--- config.mk ---
export PLATFORM = sky130hd
export DESIGN_NAME = gray_to_rgb565_expander
export DESIGN_NICKNAME = d
export VERILOG_FILES = /design/src/rtl/gray_to_rgb565_expander.sv
export SDC_FILE = /design/constraint.sdc
export NUM_CORES = 1
export LEC_CHECK = 0
export ABC_AREA = 0
export CORE_MARGIN = 4
export CORE_UTILIZATION = 49
export CTS_BUF_LIST = sky130_fd_sc_hd__clkbuf_16
export DETAILED_ROUTE_END_ITERATION = 10
export PLACE_DENSITY = 0.94
export SKIP_CTS_REPAIR_TIMING = 1
export SYNTH_ARGS = -nofsm -noshare
export SYNTH_HDL_FRONTEND = slang
export SYNTH_SLANG_ARGS = --single-unit
--- constraint.sdc ---
create_clock -name clock -period 4.06 [get_ports clock]
set_input_delay 1.015 -clock clock [delete_from_list [all_inputs] [get_ports clock]]
set_output_delay 1.015 -clock clock [all_outputs]
set_load 0.05 [all_outputs]
--- src/rtl/gray_to_rgb565_expander.sv ---
// Streaming expander: one 32-bit word of four 8-bit gray pixels becomes two
// 32-bit words of two RGB565 pixels each, with valid/ready on both sides.
module gray_to_rgb565_expander #(
    parameter bit          SWAP_BYTES  = 1'b0,
    parameter int unsigned COUNT_WIDTH = 32
) (
    input  logic                   clock,
    input  logic                   nReset,
    input  logic                   clear,
    input  logic                   in_valid,
    output logic                   in_ready,
    input  logic [31:0]            in_data,
    output logic                   out_valid,
    input  logic                   out_ready,
    output logic [31:0]            out_data,
    output logic [COUNT_WIDTH-1:0] pixel_count
);

    localparam logic [1:0] ST_EMPTY = 2'd0;
    localparam logic [1:0] ST_LOW   = 2'd1;
    localparam logic [1:0] ST_HIGH  = 2'd2;

    logic [1:0]             state;
    logic [1:0]             state_nxt;
    logic [31:0]            hold;
    logic [31:0]            hold_nxt;
    logic [COUNT_WIDTH-1:0] count_nxt;
    logic                   in_fire;
    logic                   out_fire;

    // Truncating gray -> RGB565, optionally byte-swapped for the big-endian path
    function automatic logic [15:0] to_rgb565(input logic [7:0] g);
        logic [15:0] px;
        px = {g[7:3], g[7:2], g[7:3]};
        if (SWAP_BYTES) begin
            px = {px[7:0], px[15:8]};
        end
        return px;
    endfunction

    // Output side decodes only registered state and hold
    always_comb begin
        out_valid = 1'b0;
        out_data  = 32'd0;
        case (state)
            ST_LOW: begin
                out_valid = 1'b1;
                out_data  = {to_rgb565(hold[15:8]), to_rgb565(hold[7:0])};
            end
            ST_HIGH: begin
                out_valid = 1'b1;
                out_data  = {to_rgb565(hold[31:24]), to_rgb565(hold[23:16])};
            end
            default: begin
                out_valid = 1'b0;
                out_data  = 32'd0;
            end
        endcase
    end

    assign in_ready = nReset & ~clear &
                      ((state == ST_EMPTY) | ((state == ST_HIGH) & out_ready));
    assign in_fire  = in_valid & in_ready;
    assign out_fire = out_valid & out_ready;

    // Next-state, hold and counter update
    always_comb begin
        state_nxt = state;
        hold_nxt  = hold;
        count_nxt = pixel_count;
        if (in_fire) begin
            hold_nxt = in_data;
        end
        if (clear) begin
            state_nxt = ST_EMPTY;
            count_nxt = '0;
        end else begin
            if (out_fire) begin
                count_nxt = pixel_count + COUNT_WIDTH'(2);
            end
            case (state)
                ST_EMPTY: if (in_fire) state_nxt = ST_LOW;
                ST_LOW:   if (out_fire) state_nxt = ST_HIGH;
                ST_HIGH:  if (out_fire) state_nxt = in_fire ? ST_LOW : ST_EMPTY;
                default:  state_nxt = ST_EMPTY;
            endcase
        end
    end

    always_ff @(posedge clock or negedge nReset) begin
        if (!nReset) begin
            state       <= ST_EMPTY;
            hold        <= 32'd0;
            pixel_count <= '0;
        end else begin
            state       <= state_nxt;
            hold        <= hold_nxt;
            pixel_count <= count_nxt;
        end
    end

endmodule

# Yosys cells after proc, flatten, opt, wreduce, memory -nomap -nowiden
# Cells that the tools add are included.
# totals
elab_cells,30
input_bits,37
output_inout_bits,66
reg_bits,66
# op_classes
bitwise,7
add_sub_neg,1
muxes,10
reduce_logical,4
eq_ne,5
# op_table
operator,count
32-bit two-way mux,2
32-bit one-hot mux with 2 select lines,1
"32-bit by 2-bit adder with 32-bit output, second input constant",1
"3-bit inequality test, second input constant",3
2-bit two-way mux,4
2-bit one-hot mux with 3 select lines,1
1-bit bitwise AND,5
3-bit AND reduction,1
"2-bit by 1-bit equality test with 1-bit output, second input constant",1
"2-bit equality test, second input constant",1
2-bit zero test,1
1-bit two-way mux,2
2-bit nonzero test,1
2-bit OR reduction,1
1-bit NOT,1
1-bit OR,1

# Depth between registers and ports, before layout
# Gate-level depths: netlist of the first run.
# logic_depth
ltp_word,9
ltp_mapped,8

# Worst setup path after synthesis of the first run
# Ideal clock, no wire load.
# synth_timing
kind,register -> output
from,reg state[0]
to,out out_data[14]
setup_slack_ps,391
path_stages_with_launch,7
t_arrival_ps,2654
cell_sequence,dfrtp_1 inv_1 ha_1 clkbuf_1 clkbuf_1 nor2b_1 buf_4
# synth_between
elab_chain_len,2
# synth_lines
item,line,text
start: declaration,23,logic [1:0] state;
start signal: assignment,96,state <= state_nxt;
2-bit equality test or 2-bit by 1-bit equality test with 1-bit output (tied branches),45,case (state)
32-bit one-hot mux with 2 select lines *,45,
end: declaration,15,"output logic [31:0] out_data,"
# Every way passes the cells marked *; elsewhere a longest branch is shown, timed or not.

# Worst setup path after layout of the first run
# Ends and elaborated chain as after synthesis.

==> summary.txt, run 1 <==
Critical path
  – Worst R2R End: pixel_count[16]
  – WP data arrival: 2660 ps
  – Reg2reg start: state[0]
  – Nature of the critical path startpoint: register
  – CP Data Required Time: 3040 ps
  – Worst-path fanout max: 15
  – Critical path class: reg -> out
  – R2r setup slk: 1470 ps
  – CP Capture Type: output pin
  – Worst r2r path cells: 6

STA
  – Final count of hold timing violations: 0
  – Clk_skew: 3.009 ps
  – Tightest Pin Transition: 726.6 ps
  – Crit share post-route: 90.56%
  – Final min period: 3677 ps
  – Relative slew slack: 51.56%
  – Hold_ws: 502.3 ps
  – TNS Setup: 0 ps
  – Setup violators final: 0
  – Unrepaired setup endpoints after global routing: false
  – Final Max Slew Viols: 0
  – Fmax: 0.2720 GHz

Hold path
  – Min-Delay Path Depth: 1
  – HP Start: hold[13]
  – Worst hold path class: reg -> reg
  – WHS Endpoint: hold[13]

Floorplan
  – Die footprint: 7558 um^2
  – Area of the core: 5991 um^2
  – Die Y: 86.94 um
  – Die X: 86.94 um
  – Ports: 103
  – Starting density of the core: 50.96%
  – Row cnt: 28

Final layout
  – # diodes: 0
  – Fin cells: 444
  – Share of cells above drive strength 1: 12.47%
  – Area Growth Syn to Fin: 35.33%
  – Final-stage net count: 406
  – Fillers: 435

Yosys
  – Post-synth top area share: 46.72%
  – Syn avg cell area: 10.31 um^2
  – Mapped Nets: 338
  – Yosys cell types: 34
  – Seq/Total Area, Yosys: 46.72%
  – Top cells by area in the synthesized netlist: dfrtp_1 (47%), mux2_2 (9.6%), buf_4 (5.2%), or4_1 (3.7%), a21oi_1 (3.6%)
  – Yosys Warn Count: 0
  – Mapped Area: 3053 um^2
  – Synth area leader: dfrtp_1
  – Synth Instances: 296
  – Synth Register Bits: 57

Route
  – DRC errors left: 0
  – Via Count: 2508
  – Drt via density: 5.649
  – Post-route ant nets: 0
  – Iteration-0 DRC Markers: 94
  – Drt first pass iters: 4
  – WL/cell: 16.24 um
  – Post-Route WL: 7212 um

Clock network
  – Bufs on Longest Clock Path: 2
  – Sink Count: 57
  – CTS clk-pin slew, worst paths: 50 ps
  – CTS tree: built
  – Clock latency on the worst-skew pair: 320 ps
  – Depth of the CTS H-tree: 3
  – Inserted Clock Buffers: 9
  – Clock Tree Root: clkbuf_16

GRT
  – GR Overflow Total: 0
  – Pin count of the biggest net entering global routing: 60
  – First-pass GRT wire length: 12060 um
  – Gr usage total: 20.68%
  – Initial antenna violation count: 0
  – Vias in the first global route: 2625

Run
  – MaxCap Viol Count: 0

Power
  – Sequential share of power: 31.5%
  – P_sw: 984.4 uW
  – Clock share of power: 25.5%
  – Static leakage power: 0.001570 uW
  – Pwr Density: 605.7 nW/um^2
  – Internal: 1518 uW
  – Max VDD drop: 537.2 uV
  – Sw frac: 39.34%
  – Combinational Power Share: 43.0%

Placement
  – Inst Count DP: 428
  – Port bufs: 93
  – GPL Wtd Cong: 0.7676
  – HPWL after detailed placement: 5024 um

Outcome
  – Outcome: complete, no violations
synthesized netlist by cell type:
cell       count
conb_1         1
nor3b_1        1
clkbuf_1      12
buf_2          1
nand3_1        8
and4_1         3
a21oi_1       22
a41oi_1        1
nor3_1         4
xor2_1         6
ha_1           5
buf_4         21
buf_1          4
or2_2          1
nand2b_1       2
a2bb2oi_1      1
buf_6          1
o21ai_0        4
or4_1         15
o31ai_1       14
nor4_1         4
nor2_1        13
nand4_1        7
mux2i_1        1
dfrtp_1       57
xnor2_1        5
mux2_2        26
nor2b_1       13
inv_1          6
nand4_4        1
or3_1          9
a22oi_1       12
nand3b_1       1
nand2_1       14
area by class of cell:
cell class,count,area [um^2],share of cell area [%]
sequential,57,1426,34.52
clock buffer,9,225.2,5.451
clock inverter,7,30.03,0.7268
multi-input combinational,194,1375,33.28
inverter,6,22.52,0.5451
tap,75,93.84,2.271
timing repair buffer,96,958.4,23.20
layer usage:
layer / wire length, um / track usage [%] / up-vias
met3: 651 / 7.096 / 14
met2: 3433 / 32.64 / 93
li1: - / - / 1190
met4: 176 / 11.19 / 0
met1: 2950 / 24.74 / 1211
met5: 0 / 0 / -
sequential cells by signal, indices dropped and copies added, names as in the netlist:
register	cells
pixel_count	31
state	2
hold	24
layout by cell type (no fill, tap or decap), drive strengths merged:
cell | Yosys | layout
xnor2 | 5 | 5
nand2 | 14 | 14
or2 | 1 | 1
or4 | 15 | 15
and4 | 3 | 3
nor4 | 4 | 4
nand3b | 1 | 1
a21oi | 22 | 22
conb | 1 | 1
xor2 | 6 | 6
clkinv | 0 | 5
nor3b | 1 | 1
o31ai | 14 | 14
or3 | 9 | 9
inv | 6 | 8
buf | 27 | 5
mux2i | 1 | 1
a2bb2oi | 1 | 1
ha | 5 | 5
a41oi | 1 | 1
nand4 | 8 | 8
nor3 | 4 | 4
nor2 | 13 | 13
o21ai | 4 | 4
a22oi | 12 | 12
clkdlybuf4s50 | 0 | 91
nand2b | 2 | 2
nor2b | 13 | 13
clkbuf | 12 | 9
nand3 | 8 | 8
mux2 | 26 | 26
dfrtp | 57 | 57
kinds of logic after synthesis:
family	Yosys count	share of synthesized area (%)
fa+ha+maj	5	2.049
mux	27	9.918
flops	57	46.72
compound gates	54	11.23
other cells	1	0.1228
buf+inv	45	8.401
xor+xnor	11	3.156
simple gates	96	18.40
through the flow:
| step | setup slack (ps) | instance area [um^2] | util (%) | total power, uW |
|---|---|---|---|---|
| floorplan | 391.1 | 3053 | - | 1611 |
| global placement | 668.1 | 3876 | 64.70 | 1848 |
| detailed placement | 643.9 | 3876 | 64.70 | 1877 |
| CTS | 332.3 | 4131 | 68.96 | 2532 |
| global route | 151.6 | 4131 | 68.96 | 2635 |
| finish | 383.5 | 4131 | 68.96 | 2502 |
worst max path at each step:
stage | from | endpoint | cells past startpoint
after floorplan | state[0] | out_data[14] | 6
after global placement | out_ready | in_ready | 4
after detailed placement | out_ready | in_ready | 4
after CTS | state[0] | out_data[3] | 5
after global routing | state[0] | out_data[3] | 5
final | state[0] | out_data[14] | 5
worst max-delay path, cell delays in order, from the launching register on:
cell             delay [ps]
dfrtp_1                 400
inv_1                   100
ha_1                    530
a22oi_1                 180
nor2b_1                 260
clkdlybuf4s50_1         880
power groups by stage:
stage / Clock [uW] / Sequential (uW) / Combinational (uW)
after floorplan: 0 / 789 / 822
after global placement: 0 / 786 / 1060
after detailed placement: 0 / 798 / 1080
after CTS: 655 / 790 / 1090
after global routing: 686 / 808 / 1140
final: 637 / 789 / 1080
Note: power is estimated with default switching activity, not from simulation.
==> run 2, diff against run 1 <==
CORE_UTILIZATION = 45   (was 49)
PLACE_DENSITY = 0.88   (was 0.94)
==> summary.txt, run 2 (same netlist as run 1, synthesis figures left out) <==
Outcome
  – Outcome: complete, no violations

GRT
  – First-pass GRT wire length: 12460 um
  – Initial antenna violation count: 0
  – Grt met2 use: 30.86%
  – GR Layer Usage met3: 6.500%
  – Vias in the first global route: 2711
  – Gr usage total: 18.66%
  – Pin count of the biggest net entering global routing: 60
  – GR Overflow Total: 0
  – Busiest grt layer: met2
  – GR met1 Demand/Resource: 21.58%

Final layout
  – Largest register FFs: 31
  – Leading registers by flop count: pixel_count (31), hold (24), state (2)
  – Most frequent cells in the layout: clkdlybuf4s50_1 (91), dfrtp_1 (57), mux2_2 (26)
  – Share of cells above drive strength 1: 12.47%
  – Final core utilization: 64.01%
  – Area Growth Syn to Fin: 35.41%
  – Fin cells: 446
  – # diodes: 0
  – Final instance area: 4134 um^2
  – Most flops, register: pixel_count
  – Final-stage net count: 406
  – Fillers: 518
  – Commonest non-fill, non-tap cell in the layout: clkdlybuf4s50_1

Critical path
  – CP Capture Type: output pin
  – Worst R2R End: pixel_count[16]
  – Critical path class: reg -> out
  – CP Data Required Time: 3040 ps
  – Reg2reg start: state[1]
  – Worst r2r path cells: 6
  – Nature of the critical path startpoint: register
  – R2r setup slk: 1480 ps
  – Worst-path fanout max: 14
  – WP data arrival: 2650 ps

STA
  – Final count of hold timing violations: 0
  – Tightest Pin Transition: 728.5 ps
  – TNS Setup: 0 ps
  – Setup violators final: 0
  – Relative slew slack: 51.44%
  – Crit share post-route: 90.21%
  – Fmax: 0.2730 GHz
  – Unrepaired setup endpoints after global routing: false
  – Hold_ws: 503.2 ps
  – Final min period: 3662 ps
  – Clk_skew: 6.716 ps
  – Final Max Slew Viols: 0

Power
  – Pwr Density: 605.8 nW/um^2
  – Max VDD drop: 550.2 uV
  – Static leakage power: 0.001570 uW

Clock network
  – Clock latency on the worst-skew pair: 320 ps
  – CTS tree: built
  – Clock Tree Root: clkbuf_16
  – Inserted Clock Buffers: 9
  – Depth of the CTS H-tree: 3
  – Bufs on Longest Clock Path: 2
  – Sink Count: 57
  – CTS clk-pin slew, worst paths: 50 ps

Placement
  – GPL Wtd Cong: 0.7754
  – DP Area: 3879 um^2
  – Port bufs: 93
  – Inst Count DP: 430
  – HPWL after detailed placement: 5141 um

Route
  – Iteration-0 DRC Markers: 105
  – Post-route ant nets: 0
  – Post-Route WL: 7378 um
  – DRC errors left: 0
  – Drt via density: 5.652
  – Via Count: 2521
  – Drt first pass iters: 4
  – WL/cell: 16.54 um

Floorplan
  – Row cnt: 29
  – Area of the core: 6459 um^2
  – Die X: 90.37 um
  – Die Y: 90.37 um
  – Die footprint: 8166 um^2
  – Starting density of the core: 47.27%
  – Ports: 103

Hold path
  – WHS Endpoint: hold[23]
  – HP Start: hold[23]
  – Min-Delay Path Depth: 1
  – Worst hold path class: reg -> reg

Run
  – MaxCap Viol Count: 0
-- run 2: cell counts in the layout (fill, tap and decap cells not counted) --
Identical to the previous run, type by type.
-- run 2: area by class of cell --
cell class                      instances  area [um^2]  share of cell area, %
Timing Repair Buffer                   96        958.4                  23.18
Multi-Input combinational cell        194         1375                  33.26
Tap cell                               77        96.34                  2.331
Clock buffer                            9        225.2                  5.448
Sequential cell                        57         1426                  34.50
Inverter                                6        22.52                 0.5448
Clock inverter                          7        30.03                 0.7264
-- run 2: stage by stage --
| stage | power (uW) | worst slack [ps] |
|---|---|---|
| 2_1_floorplan | 1611 | 391.1 |
| 3_3_place_gp | 1850 | 712.4 |
| 3_5_place_dp | 1876 | 664.6 |
| 4_1_cts | 2525 | 377.7 |
| 5_1_grt | 2619 | 261.8 |
| 6_report | 2504 | 397.6 |
-- run 2: layer usage --
metal  share of wire [%]  up-vias
met3                 6.9        9
met2                  48       78
met1                  43     1238
met5                   0        -
met4                 1.6        0
li1                    -     1196
-- run 2: critical path, cell delays in order (launching register included) --
cell             delay [ps]
dfrtp_1                 400
inv_1                   110
ha_1                    510
a22oi_1                 180
nor2b_1                 260
clkdlybuf4s50_1         860
-- run 2: power breakdown --
group / switching [uW] / internal (uW) / leakage (uW)
Sequential: 79.3 / 705 / 0.000745
Clock: 241 / 399 / 0.000136
Combinational: 666 / 414 / 0.000688
-- run 2: worst max-delay path by stage --
| stage | startpoint | slack (ps) | to |
|---|---|---|---|
| 2_1_floorplan | state[0] | 390 | out_data[14] |
| 3_3_place_gp | out_ready | 710 | in_ready |
| 3_5_place_dp | out_ready | 660 | in_ready |
| 4_1_cts | state[1] | 380 | out_data[22] |
| 5_1_grt | state[1] | 260 | out_data[17] |
| 6_report | state[1] | 400 | out_data[30] |
